`src/rtl/guess_controller.sv`:
```
// Colour-guess entry controller: cursor/colour editing of a 4-slot guess plus a
// circular history of committed guesses, browsable in a separate HISTORY mode.
module guess_controller #(
    parameter int HIST_DEPTH = 8
) (
    input  logic        clk,
    input  logic        rst,
    input  logic        btn_left,
    input  logic        btn_right,
    input  logic        btn_color,
    input  logic        btn_submit,
    input  logic        btn_mode,
    output logic        blink_enable,
    output logic [1:0]  blink_led,
    output logic [2:0]  guess_rgb0,
    output logic [2:0]  guess_rgb1,
    output logic [2:0]  guess_rgb2,
    output logic [2:0]  guess_rgb3,
    output logic [2:0]  history_rgb0,
    output logic [2:0]  history_rgb1,
    output logic [2:0]  history_rgb2,
    output logic [2:0]  history_rgb3,
    output logic        guess_valid,
    output logic [11:0] guess_word,
    output logic [4:0]  history_count
);
    localparam int PTR_W = (HIST_DEPTH > 1) ? $clog2(HIST_DEPTH) : 1;

    typedef enum logic {GUESS = 1'b0, HISTORY = 1'b1} state_t;

    state_t                 state, state_next;
    logic [1:0]             cursor, cursor_next;
    logic [3:0][2:0]        guess, guess_next;
    logic [11:0]            mem [HIST_DEPTH];
    logic [PTR_W-1:0]       wr_ptr, wr_ptr_next;
    logic [PTR_W-1:0]       view, view_next;
    logic [4:0]             count, count_next;
    logic                   valid_next;
    logic [11:0]            word_next;
    logic                   write_en;
    logic [PTR_W-1:0]       rd_idx;
    logic [11:0]            rd_word;
    logic [11:0]            hist, hist_next;

    function automatic logic [2:0] next_colour(input logic [2:0] c);
        return (c == 3'd7) ? 3'd1 : c + 3'd1;
    endfunction

    always_comb begin
        state_next  = state;
        cursor_next = cursor;
        guess_next  = guess;
        wr_ptr_next = wr_ptr;
        view_next   = view;
        count_next  = count;
        valid_next  = 1'b0;
        word_next   = guess_word;
        write_en    = 1'b0;

        if (btn_mode) begin
            state_next = (state == GUESS) ? HISTORY : GUESS;
            if (state == GUESS)
                view_next = '0;
        end else if (state == GUESS) begin
            if (btn_submit) begin
                write_en    = 1'b1;
                word_next   = guess;
                valid_next  = 1'b1;
                wr_ptr_next = wr_ptr + PTR_W'(1);
                cursor_next = 2'd0;
                if (count < 5'(HIST_DEPTH))
                    count_next = count + 5'd1;
            end else if (btn_color) begin
                guess_next[cursor] = next_colour(guess[cursor]);
            end else if (btn_left) begin
                cursor_next = cursor - 2'd1;
            end else if (btn_right) begin
                cursor_next = cursor + 2'd1;
            end
        end else begin
            // submit/colour are swallowed in HISTORY but still mask left/right
            if (!(btn_submit || btn_color)) begin
                if (btn_left) begin
                    if (5'(view) + 5'd1 < count)
                        view_next = view + PTR_W'(1);
                end else if (btn_right) begin
                    if (view != '0)
                        view_next = view - PTR_W'(1);
                end
            end
        end

        // Look up the entry that will be in view after this edge, bypassing the
        // buffer when that entry is being written in the same cycle.
        rd_idx  = wr_ptr_next - PTR_W'(1) - view_next;
        rd_word = (write_en && rd_idx == wr_ptr) ? word_next : mem[rd_idx];
        hist_next = (count_next == 5'd0) ? 12'd0 : rd_word;
    end

    always_ff @(posedge clk or posedge rst) begin
        if (rst) begin
            state        <= GUESS;
            blink_enable <= 1'b1;
            cursor       <= 2'd0;
            guess        <= {4{3'd1}};
            wr_ptr       <= '0;
            view         <= '0;
            count        <= 5'd0;
            guess_valid  <= 1'b0;
            guess_word   <= 12'd0;
            hist         <= 12'd0;
        end else begin
            state        <= state_next;
            blink_enable <= (state_next == GUESS);
            cursor       <= cursor_next;
            guess        <= guess_next;
            wr_ptr       <= wr_ptr_next;
            view         <= view_next;
            count        <= count_next;
            guess_valid  <= valid_next;
            guess_word   <= word_next;
            hist         <= hist_next;
        end
    end

    // Buffer contents are left uncleared by reset; count=0 hides them.
    always_ff @(posedge clk) begin
        if (write_en)
            mem[wr_ptr] <= word_next;
    end

    assign blink_led     = cursor;
    assign guess_rgb0    = guess[0];
    assign guess_rgb1    = guess[1];
    assign guess_rgb2    = guess[2];
    assign guess_rgb3    = guess[3];
    assign history_rgb0  = hist[2:0];
    assign history_rgb1  = hist[5:3];
    assign history_rgb2  = hist[8:6];
    assign history_rgb3  = hist[11:9];
    assign history_count = count;

endmodule

```
`config.mk`:
```
export PLATFORM = sky130hd
export DESIGN_NAME = guess_controller
export DESIGN_NICKNAME = d
export VERILOG_FILES = /design/src/rtl/guess_controller.sv
export SDC_FILE = /design/constraint.sdc
export NUM_CORES = 1
export LEC_CHECK = 0
export ABC_AREA = 1
export ABC_CLOCK_PERIOD_IN_PS = 4790
export BUFFER_PORTS_ARGS = -buffer_cell sky130_fd_sc_hd__buf_2
export CAP_MARGIN = 30
export CORE_MARGIN = 1.5
export CORE_UTILIZATION = 30
export CTS_BUF_LIST = sky130_fd_sc_hd__clkbuf_4
export CTS_CLUSTER_DIAMETER = 30
export CTS_CLUSTER_SIZE = 20
export DETAILED_ROUTE_END_ITERATION = 12
export MAX_ROUTING_LAYER = met4
export PLACE_DENSITY_LB_ADDON = 0.1
export REMOVE_ABC_BUFFERS = 1
export SETUP_SLACK_MARGIN = 0.15
export SLEW_MARGIN = 25
export SYNTH_ARGS = -nofsm -noshare
export SYNTH_HDL_FRONTEND = slang
export SYNTH_SLANG_ARGS = --single-unit
```
`constraint.sdc`:
```
create_clock -name clk -period 4.79 [get_ports clk]
set_input_delay 0.958 -clock clk [delete_from_list [all_inputs] [get_ports clk]]
set_output_delay 0.958 -clock clk [all_outputs]
set_load 0.005 [all_outputs]
```
======== After elaboration in Yosys (flattened, before gate mapping) ========
Memory sizes are Yosys's and may differ from the RTL's.
Index checks and enable logic that the tools add are counted.
word-level totals
  register bits after elaboration ......... 52
  memory bits (writable) .................. 96
  memories ................................ 1
  word-level logic and storage cells ...... 80
memories
  memory  words  bits a word  read ports  clocked after memory_dff  wr ports  line  RTL
  mem     8      12           1           0                         1         34    logic [11:0] mem [HIST_DEPTH];
cells by class
  bitwise operators ....................... 4
  reductions and logical operators ........ 8
  equal/unequal tests ..................... 3
  $add $sub $neg .......................... 10
  magnitude comparators ................... 4
  muxes and demuxes ....................... 37
operators with widths
  operator                                                           count
  2-to-1 mux 12 bit                                                  5
  2-to-1 mux 3 bit                                                   14
  2-to-1 mux 5 bit                                                   4
  bitwise mux 12 bit                                                 1
  adder 3 x 1 -> 3 bit, second input constant                        3
  2-to-1 mux 2 bit                                                   4
  AND reduction 4 bit                                                2
  2-to-1 mux 1 bit                                                   7
  binary-select mux 3 bit (select 2 bit)                             1
  demux 3 bit (select 2 bit)                                         1
  nonzero test 3 bit                                                 2
  subtractor 3 x 1 -> 3 bit, second input constant                   2
  adder 5 x 1 -> 5 bit, second input constant                        1
  logical NOT 5 bit                                                  1
  < comparator 4 x 5 -> 1 bit                                        1
  < comparator 5 x 4 -> 1 bit, second input constant                 1
  adder 3 x 1 -> 4 bit, second input constant                        1
  NOT 1 bit                                                          4
  == test 3 bit                                                      1
  == test 3 bit, second input constant                               1
  < comparator 2 x 3 -> 1 bit, second input constant                 1
  subtractor 3 bit                                                   1
  adder 2 x 1 -> 2 bit, second input constant                        1
  greater-or-equal comparator 2 x 1 -> 1 bit, second input constant  1
  other kinds (4)                                                    5

======== Longest topological paths before layout ========
Gate-level depths: netlist of run 1.
  depth in word-level cells ............... 12
  depth in mapped cells ................... 27

======== Least setup slack after synthesis of run 1 ========
No wires, ideal clock.
  kind .................................... input-to-reg
  start ................................... input btn_mode
  end ..................................... register hist[4]
  stages .................................. 19
  arrival ................................. 3.671 ns
  setup slack ............................. 1.000 ns
  setup time .............................. 0.119 ns
  cell sequence ........................... nor2_2 > inv_2 > nor2_8 > clkinv_1 > clkbuf_1 > or2_2 > nand2_1 > ha_1 > inv_1 > fa_1 > clkinv_1 > clkbuf_1 > a21oi_1 > a32o_1 > nand2_1 > o21ai_0 > nand2_1 > nand2_1 > nor2_2
between the ends
  elaborated cells between the ends (all ways) .. 13
RTL lines
  what                  line  RTL
  start, declared       12    input logic btn_mode,
  2-to-1 mux 1 bit      --
  via valid_next        38    logic valid_next;
  logical AND 1 bit     96    rd_word = (write_en && rd_idx == wr_ptr) ? word_next : mem[rd_idx];
  2-to-1 mux 12 bit     96
  2-to-1 mux 12 bit     97    hist_next = (count_next == 5'd0) ? 12'd0 : rd_word;
  via hist_next[4]      43    logic [11:0] hist, hist_next;
  end signal, assigned  122   hist <= hist_next;
  end, declared         43
The timed path passes the listed nets, and every way through them passes these cells.
A chain may end at the register's enable or synchronous reset.

======== Worst setup path after layout of run 1 ========
  start ................................... register view[1]
  end ..................................... register hist[0]
between the ends
  word-level cells in the longest chain between the ends .. 12
  elaborated cells between the ends (all ways) .. 19
RTL lines
  what                                                                              line    RTL
  start, declared                                                                   36      logic [PTR_W-1:0] view, view_next;
  start signal, assigned                                                            118     view <= view_next;
  adder 3 x 1 -> 4 bit (tied with other cells)                                      84      if (5'(view) + 5'd1 < count)
  < comparator 4 x 5 -> 1 bit / 2-to-1 mux 3 bit (equally long branches)            84, 87
  2-to-1 mux 3 bit (on tied branches)                                               84, 86
  2-to-1 mux 3 bit                                                                  83      if (btn_left) begin
  2-to-1 mux 3 bit                                                                  82      if (!(btn_submit || btn_color)) begin
  2-to-1 mux 3 bit                                                                  64      end else if (state == GUESS) begin
  2-to-1 mux 3 bit (*)                                                              60      if (btn_mode) begin
  via view_next[1]                                                                  36
  subtractor 3 bit (*)                                                              95      rd_idx = wr_ptr_next - PTR_W'(1) - view_next;
  parallel branches: the longest is 2 deep, another holds memory read (8 x 12 bit)  --
  2-to-1 mux 12 bit (*)                                                             96
  2-to-1 mux 12 bit (*)                                                             97
  via hist_next[0]                                                                  43
Mark *: on every way through the listed nets, which the timed path passes.

==> results of run 1 <==
layer usage:
layer | track usage, % | vias to the layer above | routed length [um]
li1 | - | 2157 | -
met1 | 19.7 | 2181 | 7480
met2 | 24.1 | 99 | 7730
met3 | 3.85 | 18 | 663
met4 | 4.75 | 0 | 184
met5 | - | - | 0
logic make-up after synthesis:
| logic type | Yosys count | synth area share [%] |
|---|---|---|
| DFF | 148 | 65.7 |
| xor gates and xnor gates | 6 | 0.942 |
| AOI/OAI and AO/OA | 119 | 11.2 |
| and+or+nand+nor | 228 | 14.9 |
| adders and majority gates | 12 | 2.47 |
| buffers and inverters | 75 | 4.75 |
Yosys cell counts, types with 2 or more instances:
cell type / count
a21oi_1: 15
a221oi_1: 2
a32o_1: 11
buf_2: 2
buf_6: 2
clkbuf_1: 16
clkinv_1: 2
dfrtp_1: 47
dfstp_2: 5
edfxtp_1: 96
ha_1: 11
inv_1: 47
inv_2: 4
nand2_1: 135
nand2_2: 5
nand3_1: 6
nand3_2: 2
nor2_1: 64
nor2_2: 8
nor3_1: 3
o21a_1: 3
o21ai_0: 60
o21ai_1: 3
o22ai_1: 16
xor2_1: 4
worst max-delay path, stage by stage, from the launching register on:
cell and delay, ps:
dfrtp_1 430, inv_1 160, ha_1 300, ha_1 290, nand2_1 60, nand3b_1 120, nand3_1 110, nor2_1 120
a211oi_1 50, o311ai_0 260, o21ai_0 230, fa_1 670, buf_4 260, xnor2_1 120, nor3_4 310, nand3_4 110
buf_12 170, nand2_1 60, nand2_1 40, nor2_1 140
registers in the layout, summed over array words and instances, names as in the netlist, 2 cells and up:
signal	flops
mem	96
guess_word	12
hist	12
history_count	5
guess_rgb0	3
guess_rgb1	3
guess_rgb2	3
guess_rgb3	3
view	3
wr_ptr	3
blink_led	2
layout make-up:
cell class              instances  area [um^2]
well taps                     275          344
inverters                      53          203
diodes                          1         2.50
multi-input cells             366         1920
fillers                      2183        13600
clock inverters                15          130
clock buffers                  17          128
flip-flops and latches        148         4190
repair buffers                 70          400
worst paths after layout:
| path | cells past startpoint | slack (ps) | endpoint |
|---|---|---|---|
| max | 19 | 670 | hist[0]$_DFF_PP0_ |
| min | 2 | 350 | guess_word[9]$_DFF_PP0_ |
| max reg2reg | 19 | 670 | hist[0]$_DFF_PP0_ |
| min reg2reg | 0 | 460 | history_count[4]$_DFF_PP0_ |
| max in group asynchronous | 3 | 3550 | blink_enable$_DFF_PP1_ |
| min in group clk | 0 | 460 | history_count[4]$_DFF_PP0_ |
what timing repair did:
item | in CTS | in global routing
endpoints found under the setup margin | 0 | 8
setup buffers | 0 | 1
resized for setup | 0 | 4
where the power goes:
group          internal (mW)  leakage [nW]  switching [mW]  total [mW]
Sequential              1.70          1.47           0.121        1.82
Combinational          0.744          1.39            1.37        2.12
Clock                  0.262         0.147           0.490       0.752
metrics by stage:
step / cell area (um^2) / total power, mW / worst slack (ps) / utilization, %
after floorplan: 6270 / 3.17 / 345 / -
after global placement: 6980 / 3.90 / 614 / 33.3
after detailed placement: 7000 / 3.93 / 579 / 33.4
after CTS: 7260 / 4.70 / 534 / 34.6
after global routing: 7310 / 5.08 / 191 / 34.9
final: 7310 / 4.69 / 668 / 34.9
==> impl_metrics.json, run 1 <==
{
  "synth_ff_type": "edfxtp_1",
  "clock.fmax_mhz": 243,
  "status": "finished clean",
  "ant_nets": 0,
  "tritoncts": "yes",
  "hpwl_mm": 10.1,
  "gr-usage-all-layers_pct": 15.4,
  "hold_slack_ps": 351,
  "final.setup_skew_ps": 19.8,
  "antenna_found_initial": 1,
  "yosysWarnings": 0,
  "cts_hold_buffers": 0,
  "leakage_nw": 3.01,
  "layout.nets": 675,
  "path_class": "flip-flop to flip-flop",
  "worstSetupStartpointType": "flip-flop",
  "r2r-start": "view[1]$_DFF_PP0_",
  "initial_utilization_pct": 30.4,
  "synth_top_area_cell": "edfxtp_1",
  "fin_crit_ps": 4120,
  "grt_max_degree": 49,
  "gr-total-overflow": 0,
  "routed-via-count": 4455,
  "final_cell_mix": "135 x nand2_1, 96 x edfxtp_1, 61 x nor2_1",
  "fin_cells": 945,
  "relSlewSlack_pct": 41.8,
  "slew_viol_final": 0,
  "areaGrowthSynthToFinish_pct": 14.8,
  "ys_seq_elements": 148,
  "drt_first_iter_violations": 325,
  "required_ps": 5280,
  "netlist_area_mm2": 0.00637,
  "grt_pass1_vias": 4458,
  "worst_pin_slew_ps": 872,
  "cp_max_fo": 14,
  "detail_route.wl_per_cell_um": 17.0,
  "place.gp.congestion": 0.886,
  "yosys.area.top_type_share_pct": 45.2,
  "startpoint": "view[1]$_DFF_PP0_",
  "fin_tns_setup_ps": 0,
  "cellPowerDensity_mw_per_mm2": 641,
  "synth-edff-count": 96,
  "io_pins": 52,
  "syn_avg_cell_area_um2": 10.8,
  "hold_class": "primary input to async pin",
  "insertion_delay_ps": 570,
  "clk_path_buf_depth": 2,
  "mostFrequentLayoutCell": "nand2_1",
  "grt_pass1_wl_mm": 24.6,
  "path_clk_slew_ps": 140,
  "setup_violations": 0,
  "hold_viol": 0,
  "async_flop_share_pct": 35.1,
  "ir_drop_uv": 259,
  "cts_root_buffer": "clkbuf_4",
  "clock-sinks": 148,
  "htreeDepth": 4,
  "wl_mm": 16.1,
  "die_area_mm2": 0.0221,
  "drt_pass1_iterations": 5,
  "die_w_um": 149,
  "final.period_utilization_pct": 86.1,
  "crit_arrival_ps": 4610,
  "portBuffers": 51,
  "route.detailed.drc": 0,
  "avgViaCountPerCell": 4.71,
  "post-place-cells": 910,
  "max-cap-violations": 0,
  "yosys-top-cells-area": "edfxtp_1 45%, dfrtp_1 18%, nand2_1 8.0%",
  "endpoint_kind": "flip-flop",
  "rsz0062_at_grt": "no",
  "drive_above_1_share_pct": 20.5,
  "placementRows": 53,
  "synthDistinctLibCells": 44,
  "numCtsBuffers": 17,
  "synthCells": 588,
  "die_h_um": 149,
  "coreArea_mm2": 0.0210,
  "synth_sequential_area_ratio_pct": 65.7
}
(Power assumes the default switching activity.)
==> inputs of run 2 (changes only) <==
--- a/config.mk
+++ b/config.mk
@@ -10,7 +10,7 @@
 export BUFFER_PORTS_ARGS = -buffer_cell sky130_fd_sc_hd__buf_2
 export CAP_MARGIN = 30
 export CORE_MARGIN = 1.5
-export CORE_UTILIZATION = 30
+export CORE_UTILIZATION = 60
 export CTS_BUF_LIST = sky130_fd_sc_hd__clkbuf_4
 export CTS_CLUSTER_DIAMETER = 30
 export CTS_CLUSTER_SIZE = 20
==> impl_metrics.json, run 2 (synthesis results as in run 1) <==
{
  "slew_viol_final": 0,
  "insertion_delay_ps": 510,
  "avgViaCountPerCell": 5.62,
  "cp_cell_sequence": "inv_1 > ha_1 > ha_1 > nand2_1 > nand3b_1 > nand3_1 > nor2_1 > a211oi_1 > o311ai_0 > o21ai_0 > fa_1 > buf_4 > clkinv_1 > buf_4 > o21ai_0 > o22ai_1 > o21ai_0 > nand2_1 > nand2_1 > nor2_2",
  "die_area_mm2": 0.0112,
  "drt_first_iter_violations": 345,
  "startpoint": "view[1]$_DFF_PP0_",
  "fin_tns_setup_ps": 0,
  "clk_path_buf_depth": 2,
  "final_cell_mix": "135 x nand2_1, 96 x edfxtp_1, 62 x nor2_1",
  "fin_cells": 804,
  "critPathMaxStageDelay_ps": 510,
  "required_ps": 5240,
  "rsz0062_at_grt": "no",
  "largest_register_ffs": 96,
  "post-place-cells": 771,
  "initial_utilization_pct": 61.7,
  "cp_slowest_cell": "fa_1",
  "route.detailed.drc": 0,
  "cts_hold_buffers": 0,
  "relSlewSlack_pct": 44.4,
  "gr-total-overflow": 0,
  "grt_pass1_wl_mm": 22.0,
  "portBuffers": 51,
  "drt_pass1_iterations": 5,
  "leakage_nw": 2.98,
  "postCtsSetupBuffers": 0,
  "clock-sinks": 148,
  "detail_route.wl_per_cell_um": 16.8,
  "die_w_um": 106,
  "areaGrowthSynthToFinish_pct": 11.1,
  "worst_pin_slew_ps": 829,
  "path_clk_slew_ps": 120,
  "gr-usage-all-layers_pct": 26.9,
  "reg_top3": "mem x96, guess_word x12, hist x12",
  "r2r_slack_ps": 560,
  "placementRows": 37,
  "final.setup_skew_ps": 19.4,
  "grt_max_degree": 53,
  "power_mw": 4.51,
  "antenna_found_initial": 1,
  "layout.nets": 673,
  "placed_cell_area_mm2": 0.00683,
  "place.gp.congestion": 0.896,
  "multiInputGateArea_mm2": 0.00189,
  "r2r-start": "view[1]$_DFF_PP0_",
  "numCtsBuffers": 17,
  "hold_viol": 0,
  "cp_max_fo": 35,
  "grt_pass1_vias": 4346,
  "regMostFlops": "mem",
  "tritoncts": "yes",
  "ctsResizeCount": 0,
  "hold_class": "flip-flop to flip-flop",
  "ir_drop_uv": 345,
  "status": "finished clean",
  "cellPowerDensity_mw_per_mm2": 638,
  "setup_violations": 0,
  "clock.fmax_mhz": 237,
  "nFillCells": 795,
  "mostFrequentLayoutCell": "nand2_1",
  "regArea_mm2": 0.00419,
  "path_buf_inv": 4,
  "wl_mm": 13.5,
  "cpLargestDelayFamily": "compound AO/OA/AOI/OAI gates",
  "final_area_mm2": 0.00708,
  "hpwl_mm": 8.48,
  "drive_above_1_share_pct": 18.9,
  "min_from": "history_count[4]$_DFF_PP0_",
  "cts_root_buffer": "clkbuf_4",
  "max-cap-violations": 0,
  "worstSetupStartpointType": "flip-flop",
  "endpoint_kind": "flip-flop",
  "die_h_um": 106,
  "routed-via-count": 4522,
  "final.period_utilization_pct": 88.2,
  "crit_arrival_ps": 4680,
  "ant_nets": 0,
  "htreeDepth": 4,
  "io_pins": 52,
  "fin_crit_ps": 4230,
  "path_class": "flip-flop to flip-flop",
  "coreArea_mm2": 0.0103
}
==> run 2: cell types whose count changed in the layout (fill, tap and decap cells not counted), moves of 2 or more <==
cell      delta
clkinv_1     +7
buf_4        -2
inv_6        -5
clkbuf_4     +3
clkinv_2     -4
==> run 2: path summary, 6_finish.rpt <==
path / end / depth (start not counted)
max in group asynchronous: wr_ptr[2]$_DFF_PP0_ / 3
min in group asynchronous: guess_rgb1[1]$_DFFE_PP0P_ / 3
setup reg to reg: hist[3]$_DFF_PP0_ / 20
hold / removal: history_count[4]$_DFF_PP0_ / 0
setup / recovery: hist[3]$_DFF_PP0_ / 20
hold reg to reg: history_count[4]$_DFF_PP0_ / 0
==> run 2: per-layer routing <==
metal  part of all wire (%)  vias to the layer above  GRT usage, %
li1                       -                     2149             -
met1                     42                     2178          34.4
met2                     49                      181          43.4
met3                    6.7                       14          5.27
met4                    1.7                        0          9.65
met5                      0                        -             -
==> run 2: final cells by class <==
type / instances / area share (%)
Sequential cell: 148 / 59.2
Multi-Input combinational cell: 365 / 26.6
Timing Repair Buffer: 69 / 5.52
Inverter: 53 / 2.81
Tap cell: 136 / 2.40
Clock buffer: 20 / 2.12
Clock inverter: 12 / 1.27
Antenna cell: 1 / 0.0354
==> run 2: metrics by stage <==
step | util [%] | worst slack [ps] | hold WS [ps]
finish | 68.6 | 564 | 451
detailed placement | 66.2 | 719 | 434
global route | 68.6 | 303 | 478
floorplan | - | 345 | 434
CTS | 68.5 | 621 | 459
global placement | 65.9 | 864 | 431
==> run 2: worst register-to-register path, cell delays in order, from the launching register on <==
cell and delay, ps:
dfrtp_1 420, inv_1 170, ha_1 300, ha_1 280
nand2_1 60, nand3b_1 110, nand3_1 110, nor2_1 130
a211oi_1 70, o311ai_0 330, o21ai_0 260, fa_1 510
buf_4 200, clkinv_1 60, buf_4 330, o21ai_0 190
o22ai_1 220, o21ai_0 140, nand2_1 80, nand2_1 70
nor2_2 100
==> run 2: power by group <==
group	total (mW)	internal (mW)	switching, mW	leakage (nW)
sequential	1.81	1.70	0.115	1.47
combinational	2.02	0.738	1.28	1.38
clock	0.680	0.265	0.415	0.128
total	4.51	2.70	1.81	2.98
